`src/rtl/uart_pkg.sv`:
```
// -----------------------------------------------------------------------------
// uart_pkg
// Shared definitions for the AXI-Stream fed UART transmitter:
//   parity_t     - parity mode selector
//   tx_state_t   - transmitter state encoding
//   calc_div     - clock cycles per serial bit
//   parity_bit   - parity bit of a (zero-extended) data word
// -----------------------------------------------------------------------------
package uart_pkg;

    typedef enum logic [1:0] {
        PAR_NONE = 2'd0,
        PAR_ODD  = 2'd1,
        PAR_EVEN = 2'd2
    } parity_t;

    typedef enum logic [2:0] {
        ST_IDLE   = 3'd0,
        ST_START  = 3'd1,
        ST_DATA   = 3'd2,
        ST_PARITY = 3'd3,
        ST_STOP   = 3'd4
    } tx_state_t;

    // Clock cycles per serial bit (integer division, remainder dropped).
    function automatic int calc_div(input int clk_hz, input int bit_rate);
        return clk_hz / bit_rate;
    endfunction

    // Parity bit for a data word. Unused upper bits must be zero so they do
    // not disturb the XOR reduction.
    function automatic logic parity_bit(input logic [8:0] data, input parity_t mode);
        logic x;
        x = ^data;
        case (mode)
            PAR_EVEN: return x;
            PAR_ODD:  return ~x;
            default:  return 1'b0;
        endcase
    endfunction

endpackage

```
`src/rtl/uart_tx_fifo.sv`:
```
// -----------------------------------------------------------------------------
// uart_tx_fifo
// Parametrised synchronous FIFO with show-ahead read data and an occupancy
// count.
//   clk, rst_n   - clock, asynchronous active-low reset (empties the FIFO)
//   push, wdata  - write request and data (ignored when full unless a pop
//                  happens in the same cycle)
//   pop, rdata   - read request and the word at the head of the FIFO
//   full, empty  - status flags
//   level        - number of words held (0..DEPTH)
// -----------------------------------------------------------------------------
module uart_tx_fifo #(
    parameter  int DEPTH = 16,
    parameter  int WIDTH = 8,
    localparam int AW    = $clog2(DEPTH),
    localparam int LW    = AW + 1
) (
    input  logic             clk,
    input  logic             rst_n,
    input  logic             push,
    input  logic [WIDTH-1:0] wdata,
    input  logic             pop,
    output logic [WIDTH-1:0] rdata,
    output logic             full,
    output logic             empty,
    output logic [LW-1:0]    level
);

    logic [WIDTH-1:0] mem_q [DEPTH];
    logic [AW-1:0]    wr_ptr_q, wr_ptr_d;
    logic [AW-1:0]    rd_ptr_q, rd_ptr_d;
    logic [LW-1:0]    level_q, level_d;
    logic             wr_en_s;
    logic             rd_en_s;

    assign full  = (level_q == LW'(DEPTH));
    assign empty = (level_q == LW'(0));
    assign level = level_q;
    assign rdata = mem_q[rd_ptr_q];

    // A pop frees a slot in the same cycle, so a push at full is legal then.
    assign rd_en_s = pop & ~empty;
    assign wr_en_s = push & (~full | rd_en_s);

    // Next pointer and occupancy values; push+pop together leaves level alone.
    always_comb begin
        wr_ptr_d = wr_ptr_q;
        rd_ptr_d = rd_ptr_q;
        level_d  = level_q;
        if (wr_en_s) begin
            wr_ptr_d = wr_ptr_q + AW'(1);
        end else begin
            wr_ptr_d = wr_ptr_q;
        end
        if (rd_en_s) begin
            rd_ptr_d = rd_ptr_q + AW'(1);
        end else begin
            rd_ptr_d = rd_ptr_q;
        end
        if (wr_en_s && !rd_en_s) begin
            level_d = level_q + LW'(1);
        end else if (rd_en_s && !wr_en_s) begin
            level_d = level_q - LW'(1);
        end else begin
            level_d = level_q;
        end
    end

    // Pointer and occupancy registers.
    always_ff @(posedge clk or negedge rst_n) begin
        if (!rst_n) begin
            wr_ptr_q <= '0;
            rd_ptr_q <= '0;
            level_q  <= '0;
        end else begin
            wr_ptr_q <= wr_ptr_d;
            rd_ptr_q <= rd_ptr_d;
            level_q  <= level_d;
        end
    end

    // Storage array; contents are don't-care until written.
    always_ff @(posedge clk) begin
        if (wr_en_s) begin
            mem_q[wr_ptr_q] <= wdata;
        end
    end

endmodule

```
`src/rtl/axis_uart_tx_fifo.sv`:
```
// -----------------------------------------------------------------------------
// axis_uart_tx_fifo
// UART transmitter fed from an AXI-Stream slave through a transmit FIFO, with
// hardware flow control on cts_n.
//   aclk, aresetn   - clock, asynchronous active-low reset (aborts any frame)
//   tdata, tvalid,
//   tready          - AXIS slave; only tdata[DATA_BITS-1:0] is used
//   cts_n           - asynchronous clear-to-send, active-low; gates new frames
//   tx              - registered serial output, idle high
//   busy            - high while a frame is on tx
//   fifo_level      - words waiting in the transmit FIFO
// Frame: start(0), DATA_BITS data bits LSB first, optional parity, STOP_BITS
// stop bits(1); every bit lasts DIV = CLK_FREQ_HZ/BIT_RATE cycles.
// -----------------------------------------------------------------------------
module axis_uart_tx_fifo
    import uart_pkg::*;
#(
    parameter  int      CLK_FREQ_HZ = 100_000_000,
    parameter  int      BIT_RATE    = 115200,
    parameter  int      DATA_BITS   = 8,
    parameter  parity_t PARITY      = PAR_NONE,
    parameter  int      STOP_BITS   = 1,
    parameter  int      FIFO_DEPTH  = 16,
    localparam int      TDATA_W     = 8 * ((DATA_BITS + 7) / 8),
    localparam int      LVL_W       = $clog2(FIFO_DEPTH) + 1
) (
    input  logic               aclk,
    input  logic               aresetn,
    input  logic [TDATA_W-1:0] tdata,
    input  logic               tvalid,
    output logic               tready,
    input  logic               cts_n,
    output logic               tx,
    output logic               busy,
    output logic [LVL_W-1:0]   fifo_level
);

    localparam int               DIV       = calc_div(CLK_FREQ_HZ, BIT_RATE);
    localparam int               CNT_W     = $clog2(DIV);
    localparam logic [CNT_W-1:0] CNT_LAST  = CNT_W'(DIV - 1);
    localparam logic [3:0]       DATA_LAST = 4'(DATA_BITS - 1);
    localparam logic [3:0]       STOP_LAST = 4'(STOP_BITS - 1);

    // cts synchroniser
    logic cts_meta_q, cts_sync_q;

    // tready is held low until the first edge after reset release
    logic rdy_q, rdy_d;

    // transmitter FSM
    tx_state_t            state_q, state_d;
    logic [CNT_W-1:0]     cnt_q, cnt_d;
    logic [3:0]           bit_q, bit_d;
    logic [DATA_BITS-1:0] shreg_q, shreg_d;
    logic                 par_q, par_d;
    logic                 tx_q, tx_d;
    logic                 busy_q, busy_d;

    // FIFO interface
    logic                 push_s;
    logic                 pop_s;
    logic                 fifo_full_s;
    logic                 fifo_empty_s;
    logic [DATA_BITS-1:0] fifo_rdata_s;

    logic                 start_ok_s;
    logic                 bit_end_s;
    logic                 load_par_s;

    assign tready     = rdy_q & ~fifo_full_s;
    assign push_s     = tvalid & tready;
    assign tx         = tx_q;
    assign busy       = busy_q;

    assign start_ok_s = ~fifo_empty_s & ~cts_sync_q;
    assign bit_end_s  = (cnt_q == CNT_LAST);
    assign load_par_s = parity_bit(9'(fifo_rdata_s), PARITY);
    assign rdy_d      = 1'b1;

    uart_tx_fifo #(
        .DEPTH (FIFO_DEPTH),
        .WIDTH (DATA_BITS)
    ) u_fifo (
        .clk   (aclk),
        .rst_n (aresetn),
        .push  (push_s),
        .wdata (tdata[DATA_BITS-1:0]),
        .pop   (pop_s),
        .rdata (fifo_rdata_s),
        .full  (fifo_full_s),
        .empty (fifo_empty_s),
        .level (fifo_level)
    );

    // Two-flop synchroniser for cts_n; resets to "not clear".
    always_ff @(posedge aclk or negedge aresetn) begin
        if (!aresetn) begin
            cts_meta_q <= 1'b1;
            cts_sync_q <= 1'b1;
        end else begin
            cts_meta_q <= cts_n;
            cts_sync_q <= cts_meta_q;
        end
    end

    // Post-reset ready enable.
    always_ff @(posedge aclk or negedge aresetn) begin
        if (!aresetn) begin
            rdy_q <= 1'b0;
        end else begin
            rdy_q <= rdy_d;
        end
    end

    // FSM next state, bit-period counter, shift register and line outputs.
    // tx/busy are decoded from the current state and registered, so the line
    // trails the state by one cycle; every state still lasts exactly DIV
    // cycles so frames stay contiguous on the line.
    always_comb begin
        state_d = state_q;
        cnt_d   = cnt_q;
        bit_d   = bit_q;
        shreg_d = shreg_q;
        par_d   = par_q;
        pop_s   = 1'b0;

        case (state_q)
            ST_IDLE: begin
                cnt_d = '0;
                bit_d = 4'd0;
                if (start_ok_s) begin
                    state_d = ST_START;
                    pop_s   = 1'b1;
                    shreg_d = fifo_rdata_s;
                    par_d   = load_par_s;
                end else begin
                    state_d = ST_IDLE;
                end
            end
            ST_START: begin
                if (bit_end_s) begin
                    cnt_d   = '0;
                    bit_d   = 4'd0;
                    state_d = ST_DATA;
                end else begin
                    cnt_d = cnt_q + CNT_W'(1);
                end
            end
            ST_DATA: begin
                if (bit_end_s) begin
                    cnt_d   = '0;
                    shreg_d = shreg_q >> 1;
                    if (bit_q == DATA_LAST) begin
                        bit_d   = 4'd0;
                        state_d = (PARITY == PAR_NONE) ? ST_STOP : ST_PARITY;
                    end else begin
                        bit_d = bit_q + 4'd1;
                    end
                end else begin
                    cnt_d = cnt_q + CNT_W'(1);
                end
            end
            ST_PARITY: begin
                if (bit_end_s) begin
                    cnt_d   = '0;
                    bit_d   = 4'd0;
                    state_d = ST_STOP;
                end else begin
                    cnt_d = cnt_q + CNT_W'(1);
                end
            end
            ST_STOP: begin
                if (bit_end_s) begin
                    cnt_d = '0;
                    if (bit_q == STOP_LAST) begin
                        bit_d = 4'd0;
                        // Chain straight into the next frame when possible.
                        if (start_ok_s) begin
                            state_d = ST_START;
                            pop_s   = 1'b1;
                            shreg_d = fifo_rdata_s;
                            par_d   = load_par_s;
                        end else begin
                            state_d = ST_IDLE;
                        end
                    end else begin
                        bit_d = bit_q + 4'd1;
                    end
                end else begin
                    cnt_d = cnt_q + CNT_W'(1);
                end
            end
            default: begin
                state_d = ST_IDLE;
                cnt_d   = '0;
                bit_d   = 4'd0;
            end
        endcase

        case (state_q)
            ST_IDLE:   tx_d = 1'b1;
            ST_START:  tx_d = 1'b0;
            ST_DATA:   tx_d = shreg_q[0];
            ST_PARITY: tx_d = par_q;
            ST_STOP:   tx_d = 1'b1;
            default:   tx_d = 1'b1;
        endcase

        busy_d = (state_q != ST_IDLE);
    end

    // FSM and output registers.
    always_ff @(posedge aclk or negedge aresetn) begin
        if (!aresetn) begin
            state_q <= ST_IDLE;
            cnt_q   <= '0;
            bit_q   <= 4'd0;
            shreg_q <= '0;
            par_q   <= 1'b0;
            tx_q    <= 1'b1;
            busy_q  <= 1'b0;
        end else begin
            state_q <= state_d;
            cnt_q   <= cnt_d;
            bit_q   <= bit_d;
            shreg_q <= shreg_d;
            par_q   <= par_d;
            tx_q    <= tx_d;
            busy_q  <= busy_d;
        end
    end

endmodule

```
`config.mk`:
```
export PLATFORM = sky130hd
export DESIGN_NAME = axis_uart_tx_fifo
export DESIGN_NICKNAME = d
export VERILOG_FILES = /design/src/rtl/uart_pkg.sv /design/src/rtl/uart_tx_fifo.sv /design/src/rtl/axis_uart_tx_fifo.sv
export SDC_FILE = /design/constraint.sdc
export NUM_CORES = 1
export LEC_CHECK = 0
export ABC_CLOCK_PERIOD_IN_PS = 4600
export BUFFER_PORTS_ARGS = -buffer_cell sky130_fd_sc_hd__clkbuf_2
export CAP_MARGIN = 20
export CORE_MARGIN = 2
export CORE_UTILIZATION = 35
export CTS_CLUSTER_SIZE = 10
export DETAILED_ROUTE_END_ITERATION = 10
export PLACE_DENSITY = 0.5
export REMOVE_ABC_BUFFERS = 1
export SYNTH_ARGS = -nofsm -noshare
export SYNTH_HDL_FRONTEND = slang
export SYNTH_SLANG_ARGS = --single-unit
```
`constraint.sdc`:
```
create_clock -name aclk -period 4.6 [get_ports aclk]
set_input_delay 0.23 -clock aclk [delete_from_list [all_inputs] [get_ports aclk]]
set_output_delay 0.23 -clock aclk [all_outputs]
set_load 0.005 [all_outputs]
```
# After elaboration in Yosys (flattened, before gate mapping)
# Memories as Yosys holds them, arrays and structs flattened.
# Cells that the tools add are included.
[word_totals] in_bits=12 register_bits=44 elab_cells=94 ram_bits=128 n_memories=1 output_inout_bits=8
[classes] mux=34 n_addsub=6 n_eq_ne=14 reduce_logical=17 bitwise=9
[mem_list] name="u_fifo.mem_q" depth=16 word_bits=8 rd=1 rd_clocked_by_memory_dff=0 wr=1 line_no="uart_tx_fifo.sv:29" source="logic [WIDTH-1:0] mem_q [DEPTH];"
[op_table] cell="$mux 8" n=4
[op_table] cell="$pmux 8 s3" n=1
[op_table] cell="$mux 10" n=2
[op_table] cell="$mux 4" n=5
[op_table] cell="$mux 3" n=6
[op_table] cell="$pmux 3 s5" n=1
[op_table] cell="$add 4x1->4 const B" n=3
[op_table] cell="$ne 2x2->1 const B" n=6
[op_table] cell="$pmux 4 s3" n=1
[op_table] cell="$add 10x1->10 const B" n=1
[op_table] cell="$eq 10x10->1 const B" n=1
[op_table] cell="$mux 5" n=2
[op_table] cell="$mux 1" n=9
[op_table] cell="$eq 3x2->1 const B" n=2
[op_table] cell="$reduce_and 3->1" n=2
[op_table] cell="$reduce_and 6->1" n=1
[op_table] cell="$reduce_bool 3->1" n=2
[op_table] cell="$add 5x1->5 const B" n=1
[op_table] cell="$and 1x1->1" n=5
[op_table] cell="$eq 5x5->1 const B" n=1
[op_table] cell="$logic_not 5->1" n=1
[op_table] cell="$sub 5x1->5 const B" n=1
[op_table] cell="$eq 4x3->1 const B" n=1
[op_table] cell="$logic_not 4->1" n=1
[op_table] cell="other kinds (14)" n=20

# Depth between registers and ports, before layout
# Gate-level depths: netlist (run 1).
[logic_depth] word_depth=14 ltp_mapped=14 ltp_nobuf=14

# By module
# A second synthesis (run 1) with hierarchy kept.
[unflattened] hier_cells=460 area_unflattened_um2=7243.2
[modules_own_cells] module="uart_tx_fifo" area_each_um2=5716.7 cells_each=323 seq_area_each_um2=4169.0 instances=1
[modules_own_cells] module="axis_uart_tx_fifo" area_each_um2=1526.5 cells_each=137 seq_area_each_um2=754.5 instances=1

# Worst setup path before layout (run 1)
# Ideal clock, no wire load.
[synth_timing] path_kind="register -> register" from="register bit_q[1]" to="register u_fifo.level_q[4], in the netlist u_fifo.level[4]" setup_time_ns=0.080 slack_ns=1.538 synth_period_minus_slack_ns=3.062 required_time_ns=4.520 path_buffers=0 stages_incl_launch_ff=15 t_arrival_ns=2.982 path_cell_list="dfrtp_1 inv_1 ha_1 or3b_2 nor4_4 o211a_4 inv_1 ha_1 inv_1 ha_1 nor2b_1 o21a_1 or3_1 a21oi_1 xnor2_1"
[synth_via] elab_chain_cells=10 word_cells_on_any_way=13 classes_between="4 x mux; 3 x bitwise; 6 x reduce/logical"
[synth_rtl] item="from (decl)" line_no="axis_uart_tx_fifo.sv:53" source="logic [3:0] bit_q, bit_d;"
[synth_rtl] item="from (signal assigned)" line_no="axis_uart_tx_fifo.sv:225" source="bit_q <= bit_d;"
[synth_rtl] item="$logic_not 4->1 (*)" line_no="axis_uart_tx_fifo.sv:175" source="if (bit_q == STOP_LAST) begin"
[synth_rtl] item="$mux 1 (*)" line_no="axis_uart_tx_fifo.sv:175"
[synth_rtl] item="$mux 1 (*)" line_no="axis_uart_tx_fifo.sv:173" source="if (bit_end_s) begin"
[synth_rtl] item="$pmux 1 s2 (*)" line_no="axis_uart_tx_fifo.sv:127" source="case (state_q)"
[synth_rtl] item="$and 1x1->1 (*)" line_no="uart_tx_fifo.sv:42" source="assign rd_en_s = pop & ~empty;"
[synth_rtl] item="$or 1x1->1" line_no="uart_tx_fifo.sv:43" source="assign wr_en_s = push & (~full | rd_en_s);"
[synth_rtl] item="$and 1x1->1" line_no="uart_tx_fifo.sv:43"
[synth_rtl] item="$logic_not 1->1" line_no="uart_tx_fifo.sv:62" source="end else if (rd_en_s && !wr_en_s) begin"
[synth_rtl] item="$logic_and 1x1->1" line_no="uart_tx_fifo.sv:62"
[synth_rtl] item="$reduce_bool 2->1 (no line)"
[synth_rtl] item="to (signal assigned)" line_no="uart_tx_fifo.sv:78" source="level_q <= level_d;"
[synth_rtl] item="to (decl)" line_no="uart_tx_fifo.sv:32" source="logic [LW-1:0] level_q, level_d;"
# Mark *: on every way between the ends. The rest lies on a longest branch, timed or not.
# A chain may end at the register's enable or synchronous reset.

# Worst setup path in the final report (run 1)
# Same ends and word-level chain as after synthesis.

==> results of run 1 <==
==> layer usage <==
layer | global-route usage [%] | part of all wire, % | vias to the layer above | wire length [um]
met1 | 19.6 | 47 | 2026 | 7080
met2 | 23.2 | 48 | 51 | 7260
li1 | - | - | 1881 | -
met5 | 0 | 0 | - | 0
met4 | 5.38 | 1.7 | 0 | 252
met3 | 3.01 | 2.7 | 20 | 411
==> metrics by stage <==
stage                     util [%]  power (mW)  setup WS [ns]  instances
after floorplan                  -        2.06           1.34        460
after global placement        37.5        2.19           1.38        753
after detailed placement      37.5        2.21           1.32        753
after CTS                     40.3        3.57           1.29        787
after global routing          40.3        3.69           1.04        787
final                         40.3        3.53           1.30        787
==> Yosys cell counts (all sizes together), types with 5 or more instances <==
library cell / count / area [um^2]
nor2: 28 / 105
xnor2: 13 / 114
mux2: 5 / 56.3
nor4: 5 / 52.6
a31oi: 7 / 43.8
a21oi: 7 / 35.0
nand3: 5 / 25.0
clkbuf: 9 / 53.8
buf: 15 / 115
xor2: 6 / 60.1
nand2: 26 / 97.6
ha: 12 / 150
dfrtp: 40 / 1000
nor2b: 8 / 50.1
nor3: 6 / 41.3
a32o: 7 / 70.1
inv: 12 / 45.0
a22oi: 26 / 195
o31ai: 7 / 62.6
mux4: 6 / 135
o21ai: 20 / 100
mux2i: 53 / 531
edfxtp: 128 / 3840
==> placed cells by master (no fill, tap or decap), types with 7 or more instances in the layout <==
cell and count:
edfxtp_1 128, mux2i_1 53, dfrtp_1 39, nor2_1 28, nand2_1 26, a22oi_1 26, o21ai_0 20, clkbuf_2 19
clkbuf_16 17, xnor2_1 13, inv_1 12, ha_1 12, nor2b_1 8, a21oi_1 7, a32o_1 7, a31oi_1 7
inv_6 7
==> repair_timing <==
item                      4_1_cts  5_1_grt
resized for setup               0        0
hold endpoints to repair       41        0
hold buffers                    2        0
==> final timing paths <==
check	from	to	slack (ns)	cells past startpoint
max	bit_q[1]	u_fifo.level[4]	1.30	14
min	tdata[7]	u_fifo.mem_q[11][7]	0.24	1
max reg2reg	bit_q[1]	u_fifo.level[4]	1.30	14
min reg2reg	cts_meta_q	cts_sync_q	0.37	0
max in group asynchronous	aresetn	u_fifo.rd_ptr_q[1]	3.75	3
min in group asynchronous	aresetn	cnt_q[2]	0.41	3
==> logic make-up (layout without fill, tap and decap cells) <==
kind of cell               count (synthesis)  count (layout)  share of synthesized area [%]
DFF                                      171             171                           67.3
adders and majority gates                 13              13                           2.33
AOI/OAI and AO/OA                         84              84                           8.18
xor gates and xnor gates                  19              19                           2.38
muxes                                     64              64                           9.87
and+or+nand+nor                           96              96                           6.96
other                                      1               1                         0.0513
buffers and inverters                     36              69                           2.93
==> flip-flops by register name, summed over array words and instances (netlist names) <==
register,cells
u_fifo.wr_ptr_q,4
state_q,3
shreg_q,8
cnt_q,10
u_fifo.mem_q,128
cts_meta_q,1
u_fifo.level,5
tx,1
u_fifo.rd_ptr_q,4
busy,1
cts_sync_q,1
bit_q,4
rdy_q,1
==> cell type report <==
cell class              instances  area [um^2]  share of cell area (%)
inverters                      12         45.0                   0.549
well taps                     270          338                    4.12
flip-flops and latches        171         4930                    60.0
multi-input cells             277         2200                    26.8
clock buffers                  18          429                    5.23
clock inverters                14          128                    1.55
repair buffers                 25          145                    1.77
==> power groups by stage <==
stage / registers (mW) / logic (mW) / clock network (mW)
3_3_place_gp: 1.87 / 0.325 / 0
6_report: 1.84 / 0.332 / 1.36
3_5_place_dp: 1.87 / 0.336 / 0
2_1_floorplan: 1.85 / 0.214 / 0
5_1_grt: 1.85 / 0.379 / 1.46
4_1_cts: 1.84 / 0.339 / 1.39
==> critical path, delay by kind of cell, from the launching register on <==
family	cells	cell delay (ns)
AOI/OAI and AO/OA	3	0.59
xor gates and xnor gates	1	0.13
adders and majority gates	3	0.65
buffers and inverters	3	0.28
DFF	1	0.41
and+or+nand+nor	4	1.18
==> flow_summary.html, run 1 <==
<table>
<tr><th>Metric</th><th>Value</th></tr>
<tr><th colspan="2">Critical path</th></tr>
<tr><td>Critical-path cell with the highest stage delay</td><td>or3b_2</td></tr>
<tr><td>Max incr delay on CP</td><td>a little under 0.5 ns</td></tr>
<tr><td>Critical Path Source Type</td><td>flip-flop</td></tr>
<tr><td>CP arrival</td><td>3.65 ns</td></tr>
<tr><td>Setup crit end kind</td><td>flip-flop</td></tr>
<tr><td>Max FO, Critical Path</td><td>5</td></tr>
<tr><td>CP Cell Sequence</td><td>inv_1, ha_1, or3b_2, nor4_4, o211a_4, inv_1, ha_1, inv_1, ha_1, nor2b_1, o21a_1, or3_1, a21oi_1, xnor2_1</td></tr>
<tr><td>Path type of the worst setup path</td><td>reg -&gt; reg</td></tr>
<tr><td>Critical path data required time</td><td>about 5.0 ns</td></tr>
<tr><th colspan="2">Global route</th></tr>
<tr><td>Pin count of the biggest net entering global routing</td><td>62</td></tr>
<tr><td>Vias in the first global route</td><td>4015</td></tr>
<tr><td>Initial antenna violation count</td><td>0</td></tr>
<tr><td>Congestion Overflow GR</td><td>0</td></tr>
<tr><td>Global-route total usage across every layer</td><td>between 10% and 20%</td></tr>
<tr><td>Global-route wire length before repair</td><td>~24 mm</td></tr>
<tr><th colspan="2">Finish</th></tr>
<tr><td>Ant. Diodes</td><td>0</td></tr>
<tr><td>Number of inserted filler cells in the final layout</td><td>~1900</td></tr>
<tr><td>Cell area after layout</td><td>~0.008 mm^2</td></tr>
<tr><td>Total Nets Final</td><td>~530</td></tr>
<tr><td>Fraction of layout instances using a drive strength above 1</td><td>16.2%</td></tr>
<tr><td>Post-synthesis to final-layout area growth</td><td>12.2%</td></tr>
<tr><th colspan="2">Timing</th></tr>
<tr><td>Total setup violations reported at the end of the flow</td><td>0</td></tr>
<tr><td>Transition time at the pin with the least slew margin</td><td>1.10 ns</td></tr>
<tr><td>Setup repair after global routing missed its margin</td><td>no</td></tr>
<tr><td>Layout Skew</td><td>0.0107 ns</td></tr>
<tr><td>Max Clk Rate</td><td>between 0.3 and 0.4 GHz</td></tr>
<tr><td>Hold_ws</td><td>0.241 ns</td></tr>
<tr><td>Hold Vio Cnt, Final</td><td>0</td></tr>
<tr><td>Crit path time final</td><td>approximately 3.3 ns</td></tr>
<tr><td>Period Utilization, post-route</td><td>71.6%</td></tr>
<tr><td>Worst slew margin</td><td>26.7%</td></tr>
<tr><td>Total Neg Setup Slack</td><td>0 ns</td></tr>
<tr><td>Final Max Tran Viols</td><td>0</td></tr>
<tr><th colspan="2">Status</th></tr>
<tr><td>Status</td><td>finished clean</td></tr>
<tr><th colspan="2">Logic synthesis</th></tr>
<tr><td>Async S/R FF share, synth</td><td>25.1%</td></tr>
<tr><td>Dominant register cell in the synthesized netlist</td><td>edfxtp_1</td></tr>
<tr><td>Number of register bits inferred by synthesis</td><td>about 170</td></tr>
<tr><td>Average cell area after synthesis</td><td>between 15 and 20 um^2</td></tr>
<tr><td>Count of unique library cells instantiated by Yosys</td><td>56</td></tr>
<tr><td>Sequential fraction of the synthesis area</td><td>around two thirds</td></tr>
<tr><td>Post-synth EDFFs</td><td>~130</td></tr>
<tr><td>Synthesis Warnings</td><td>0</td></tr>
<tr><td>Number of standard cells after synthesis</td><td>about 480</td></tr>
<tr><td>Total standard cell area after synthesis</td><td>between 0.007 and 0.008 mm^2</td></tr>
<tr><th colspan="2">Clock tree</th></tr>
<tr><td>CTS HTree Levels</td><td>4</td></tr>
<tr><td>Root buffer selected by CTS</td><td>clkbuf_16</td></tr>
<tr><td>Worst-case clock buffer depth</td><td>2</td></tr>
<tr><td>Clock slew at the register clock pins of the worst setup and hold paths</td><td>0.07 ns</td></tr>
<tr><td>Source-to-sink clock delay at the later pin of the worst-skew pair</td><td>~0.43 ns</td></tr>
<tr><td>CTS tree</td><td>built</td></tr>
<tr><td>Clock sink count</td><td>about 170</td></tr>
<tr><td>Clock buffer count from CTS</td><td>17</td></tr>
<tr><td>Post-CTS Setup Repair Bufs</td><td>0</td></tr>
<tr><th colspan="2">Detailed routing</th></tr>
<tr><td>Via count</td><td>between 3000 and 4000</td></tr>
<tr><td>Total Routed Length</td><td>~15 mm</td></tr>
<tr><td>Detailed-routing iteration count for the pre-antenna-repair pass</td><td>4</td></tr>
<tr><td>Detailed-route vias per instance</td><td>5.05</td></tr>
<tr><td>Post-detailed-route DRC marker count</td><td>0</td></tr>
<tr><td>Routed len/inst</td><td>around 19 um</td></tr>
<tr><td>First DRT Iteration DRCs</td><td>roughly 270</td></tr>
<tr><td>Remaining antenna violation count</td><td>0</td></tr>
<tr><th colspan="2">Place</th></tr>
<tr><td>Placer's final routability congestion estimate</td><td>around 0.77</td></tr>
<tr><td>Post-Place Cell Area</td><td>roughly 0.0076 mm^2</td></tr>
<tr><td>Post-detail-place hpwl</td><td>approximately 9.6 mm</td></tr>
<tr><td>Total of buffers placed on input and output ports</td><td>19</td></tr>
<tr><th colspan="2">Power and ir drop</th></tr>
<tr><td>Part of the total power dissipated in combinational logic</td><td>under 10%</td></tr>
<tr><td>Maximum vdd drop</td><td>approximately 240 uV</td></tr>
<tr><td>Internal cell power</td><td>about 2.6 mW</td></tr>
<tr><td>Seq pwr share</td><td>between 50% and 60%</td></tr>
<tr><td>Leakage</td><td>2.71 nW</td></tr>
<tr><td>Fraction of power spent switching nets</td><td>26.1%</td></tr>
<tr><td>Clock Power Share</td><td>about two fifths</td></tr>
<tr><td>Areal power density over the cells</td><td>approximately 430 mW/mm^2</td></tr>
<tr><td>Sw power</td><td>just over 900 uW</td></tr>
<tr><th colspan="2">Floorplan</th></tr>
<tr><td>Area of the core</td><td>a little over 0.02 mm^2</td></tr>
<tr><td>Number of rows created at floorplan</td><td>52</td></tr>
<tr><td>Die Outline Area</td><td>around 0.022 mm^2</td></tr>
<tr><td>Die height</td><td>around 150 um</td></tr>
<tr><td>Starting density of the core</td><td>35.9%</td></tr>
<tr><td>Width of the die</td><td>between 100 and 150 um</td></tr>
<tr><td>Top Ports</td><td>20</td></tr>
<tr><th colspan="2">Job</th></tr>
<tr><td>Max-capacitance violation count</td><td>0</td></tr>
<tr><th colspan="2">Worst hold path</th></tr>
<tr><td>Hold crit path type</td><td>in -&gt; reg</td></tr>
</table>
No activity file was read; power rests on OpenSTA's default activity.
==> run 2, diff against run 1 <==
--- a/config.mk
+++ b/config.mk
@@ -5,7 +5,7 @@
 export SDC_FILE = /design/constraint.sdc
 export NUM_CORES = 1
 export LEC_CHECK = 0
-export ABC_CLOCK_PERIOD_IN_PS = 4600
+export ABC_CLOCK_PERIOD_IN_PS = 3350
 export BUFFER_PORTS_ARGS = -buffer_cell sky130_fd_sc_hd__clkbuf_2
 export CAP_MARGIN = 20
 export CORE_MARGIN = 2
==> constraint.sdc (replaced) <==
create_clock -name aclk -period 3.35 [get_ports aclk]
set_input_delay 0.1675 -clock aclk [delete_from_list [all_inputs] [get_ports aclk]]
set_output_delay 0.1675 -clock aclk [all_outputs]
set_load 0.005 [all_outputs]
==> run 2 against run 1 <==
Cell count is 2.9% higher. Maximum frequency grew 5.5%. Setup slack got worse by 1.1 ns. Sequential cell count did not move. Clock skew increased by 0.0012 ns. Count of clock-buffer cells in the layout down 1. Hold slack worse by 0.081 ns. Critical path depth unchanged. Clock power rose by 41%. Utilization rose by 0.94 points. Cell area increased by 2.3%. Via count grew 2.4%.
==> flow_summary.html, run 2 (same netlist as run 1, synthesis figures left out) <==
<table>
<tr><th>Metric</th><th>Value</th></tr>
<tr><th colspan="2">Status</th></tr>
<tr><td>Status</td><td>finished clean</td></tr>
<tr><th colspan="2">Critical path</th></tr>
<tr><td>Critical path depth</td><td>14</td></tr>
<tr><td>CP arrival</td><td>3.48 ns</td></tr>
<tr><td>Setup crit end kind</td><td>flip-flop</td></tr>
<tr><td>FF-to-FF Start</td><td>bit_q[1]</td></tr>
<tr><td>Reg2Reg Capture Point</td><td>u_fifo.level[4]</td></tr>
<tr><td>Max FO, Critical Path</td><td>4</td></tr>
<tr><td>Critical Path Source Type</td><td>flip-flop</td></tr>
<tr><td>Critical path startpoint</td><td>bit_q[1]</td></tr>
<tr><td>Crit-path leading delay family</td><td>simple AND/OR/NAND/NOR gates</td></tr>
<tr><td>Count of buffering cells on the critical path with inverters included</td><td>3</td></tr>
<tr><td>Worst-case reg-to-reg path depth</td><td>14</td></tr>
<tr><td>Critical-path cell with the highest stage delay</td><td>dfrtp_1</td></tr>
<tr><td>Register-to-register setup slack</td><td>approximately 0.23 ns</td></tr>
<tr><td>Max incr delay on CP</td><td>~0.40 ns</td></tr>
<tr><td>Critical path data required time</td><td>~3.7 ns</td></tr>
<tr><td>CP Cell Sequence</td><td>inv_1, ha_1, or3b_4, nor4_4, o211a_4, inv_1, ha_2, inv_2, ha_1, nor2b_1, o21a_1, or3_1, a21oi_1, xnor2_1</td></tr>
<tr><td>Critical path destination</td><td>u_fifo.level[4]</td></tr>
<tr><td>Path type of the worst setup path</td><td>reg -&gt; reg</td></tr>
<tr><th colspan="2">Floorplan</th></tr>
<tr><td>Die height</td><td>between 100 and 150 um</td></tr>
<tr><td>Area of the core</td><td>0.0204 mm^2</td></tr>
<tr><td>Width of the die</td><td>149 um</td></tr>
<tr><td>Starting density of the core</td><td>a little over a third</td></tr>
<tr><td>Die Outline Area</td><td>0.0221 mm^2</td></tr>
<tr><td>Number of rows created at floorplan</td><td>52</td></tr>
<tr><td>Top Ports</td><td>20</td></tr>
<tr><th colspan="2">Detailed routing</th></tr>
<tr><td>First DRT Iteration DRCs</td><td>between 200 and 250</td></tr>
<tr><td>Via count</td><td>4073</td></tr>
<tr><td>Detailed-route vias per instance</td><td>5.03</td></tr>
<tr><td>Total Routed Length</td><td>15.1 mm</td></tr>
<tr><td>Remaining antenna violation count</td><td>0</td></tr>
<tr><td>Routed len/inst</td><td>between 15 and 20 um</td></tr>
<tr><td>Post-detailed-route DRC marker count</td><td>0</td></tr>
<tr><td>Detailed-routing iteration count for the pre-antenna-repair pass</td><td>5</td></tr>
<tr><th colspan="2">Timing</th></tr>
<tr><td>Max Clk Rate</td><td>about 0.32 GHz</td></tr>
<tr><td>Total setup violations reported at the end of the flow</td><td>0</td></tr>
<tr><td>Layout Skew</td><td>about 0.012 ns</td></tr>
<tr><td>Setup repair after global routing missed its margin</td><td>no</td></tr>
<tr><td>Hold_ws</td><td>between 0.15 and 0.2 ns</td></tr>
<tr><td>Final worst slack</td><td>about 0.23 ns</td></tr>
<tr><td>Period Utilization, post-route</td><td>between 90 and 100%</td></tr>
<tr><td>Hold Vio Cnt, Final</td><td>0</td></tr>
<tr><td>Crit path time final</td><td>about 3.1 ns</td></tr>
<tr><td>Transition time at the pin with the least slew margin</td><td>around 1.0 ns</td></tr>
<tr><td>Worst slew margin</td><td>32.1%</td></tr>
<tr><td>Total Neg Setup Slack</td><td>0 ns</td></tr>
<tr><td>Final Max Tran Viols</td><td>0</td></tr>
<tr><th colspan="2">Place</th></tr>
<tr><td>Total of buffers placed on input and output ports</td><td>19</td></tr>
<tr><td>Placer's final routability congestion estimate</td><td>a little under 0.8</td></tr>
<tr><td>Post-Place Cell Area</td><td>between 0.007 and 0.008 mm^2</td></tr>
<tr><td>Post-detail-place hpwl</td><td>~10 mm</td></tr>
<tr><td>Place WS</td><td>0.0977 ns</td></tr>
<tr><td>Placed instance count</td><td>770</td></tr>
<tr><th colspan="2">Power and ir drop</th></tr>
<tr><td>Pwr Total</td><td>between 4 and 5 mW</td></tr>
<tr><td>Leakage</td><td>approximately 2.8 nW</td></tr>
<tr><td>Maximum vdd drop</td><td>roughly 350 uV</td></tr>
<tr><td>Areal power density over the cells</td><td>about 600 mW/mm^2</td></tr>
<tr><th colspan="2">Global route</th></tr>
<tr><td>Congestion Overflow GR</td><td>0</td></tr>
<tr><td>Vias in the first global route</td><td>between 4000 and 5000</td></tr>
<tr><td>Initial antenna violation count</td><td>0</td></tr>
<tr><td>Global-route wire length before repair</td><td>~24 mm</td></tr>
<tr><td>Global-route total usage across every layer</td><td>between 10% and 20%</td></tr>
<tr><td>Pin count of the biggest net entering global routing</td><td>53</td></tr>
<tr><th colspan="2">Clock tree</th></tr>
<tr><td>CTS HTree Levels</td><td>4</td></tr>
<tr><td>CTS tree</td><td>built</td></tr>
<tr><td>Clock buffer count from CTS</td><td>17</td></tr>
<tr><td>Clock sink count</td><td>171</td></tr>
<tr><td>Source-to-sink clock delay at the later pin of the worst-skew pair</td><td>roughly 0.43 ns</td></tr>
<tr><td>Root buffer selected by CTS</td><td>clkbuf_16</td></tr>
<tr><td>Clock slew at the register clock pins of the worst setup and hold paths</td><td>0.07 ns</td></tr>
<tr><td>Worst-case clock buffer depth</td><td>2</td></tr>
<tr><th colspan="2">Finish</th></tr>
<tr><td>Utilization after layout</td><td>41.3%</td></tr>
<tr><td>Ant. Diodes</td><td>0</td></tr>
<tr><td>Top Registers</td><td>u_fifo.mem_q: 128 flops, cnt_q: 10 flops, shreg_q: 8 flops</td></tr>
<tr><td>Top reg by flops</td><td>u_fifo.mem_q</td></tr>
<tr><td>Cell area after layout</td><td>about 0.0084 mm^2</td></tr>
<tr><td>Top library cells by usage in the layout, fill and taps aside</td><td>128 x edfxtp_1, 53 x mux2i_1, 39 x dfrtp_1, 28 x nor2_1</td></tr>
<tr><td>Sequential cell area</td><td>around 0.005 mm^2</td></tr>
<tr><td>Flip-flop count of the largest register after layout</td><td>~130</td></tr>
<tr><td>Total Nets Final</td><td>552</td></tr>
<tr><td>Area occupied by multi-input gates</td><td>roughly 0.0022 mm^2</td></tr>
<tr><td>Post-synthesis to final-layout area growth</td><td>14.8%</td></tr>
<tr><td>Fraction of layout instances using a drive strength above 1</td><td>20.0%</td></tr>
<tr><td>Commonest non-fill, non-tap cell in the layout</td><td>edfxtp_1</td></tr>
<tr><td>Number of inserted filler cells in the final layout</td><td>~1900</td></tr>
<tr><td>Non-filler cells, final</td><td>just over 800</td></tr>
<tr><th colspan="2">Job</th></tr>
<tr><td>Max-capacitance violation count</td><td>0</td></tr>
<tr><th colspan="2">Worst hold path</th></tr>
<tr><td>Hold crit path type</td><td>in -&gt; async</td></tr>
</table>
==> run 2: cell types whose count changed in the layout (fill, tap and decap cells not counted), sizes merged <==
cell	before	now
buf	4	27
bufinv	0	1
clkbuf	37	36
clkinv	4	3
clkinvlp	0	1
==> run 2: worst register-to-register path: cells and delay by family, from the launching register on <==
kind	cells	cell delay (ns)
AOI/OAI and AO/OA	3	0.57
xor gates and xnor gates	1	0.13
adders and majority gates	3	0.60
buffers and inverters	3	0.23
DFF	1	0.40
and+or+nand+nor	4	1.14
==> run 2: repair_timing <==
action | CTS | global route
hold endpoints to repair | 38 | 0
endpoints found under the setup margin | 0 | 1
buffers inserted | 0 | 5
gates resized for setup | 0 | 3
hold buffers | 2 | 0
==> run 2: area by class of cell <==
type                            instances  area share, %
Inverter                               12          0.536
Sequential cell                       171           58.7
Tap cell                              270           4.02
Multi-Input combinational cell        277           26.0
Clock inverter                         15           1.82
Clock buffer                           17           5.06
Timing Repair Buffer                   48           3.93
==> run 2: where the power goes <==
part           internal [mW]  leakage (nW)  total [mW]  switching (mW)
sequential              2.42          1.68        2.51          0.0964
clock                   1.05         0.284        1.92           0.871
combinational          0.193         0.880       0.477           0.284
total                   3.66          2.84        4.91            1.25
==> run 2: worst min path at each step <==
stage / end / cells past startpoint
after global placement: cts_meta_q / 1
after floorplan: bit_q[0] / 0
final: u_fifo.level[1] / 2
after CTS: u_fifo.mem_q[14][7] / 1
after global routing: cnt_q[9] / 2
after detailed placement: cts_meta_q / 1
==> run 2: per-layer routing <==
layer | part of all wire [%] | wire length, um | vias to the layer above | GRT usage, %
li1 | - | - | 1929 | -
met1 | 47 | 7160 | 2072 | 20.4
met2 | 48 | 7280 | 60 | 23.0
met3 | 3.5 | 522 | 12 | 3.04
met4 | 0.98 | 148 | 0 | 4.71
met5 | 0 | 0 | - | 0
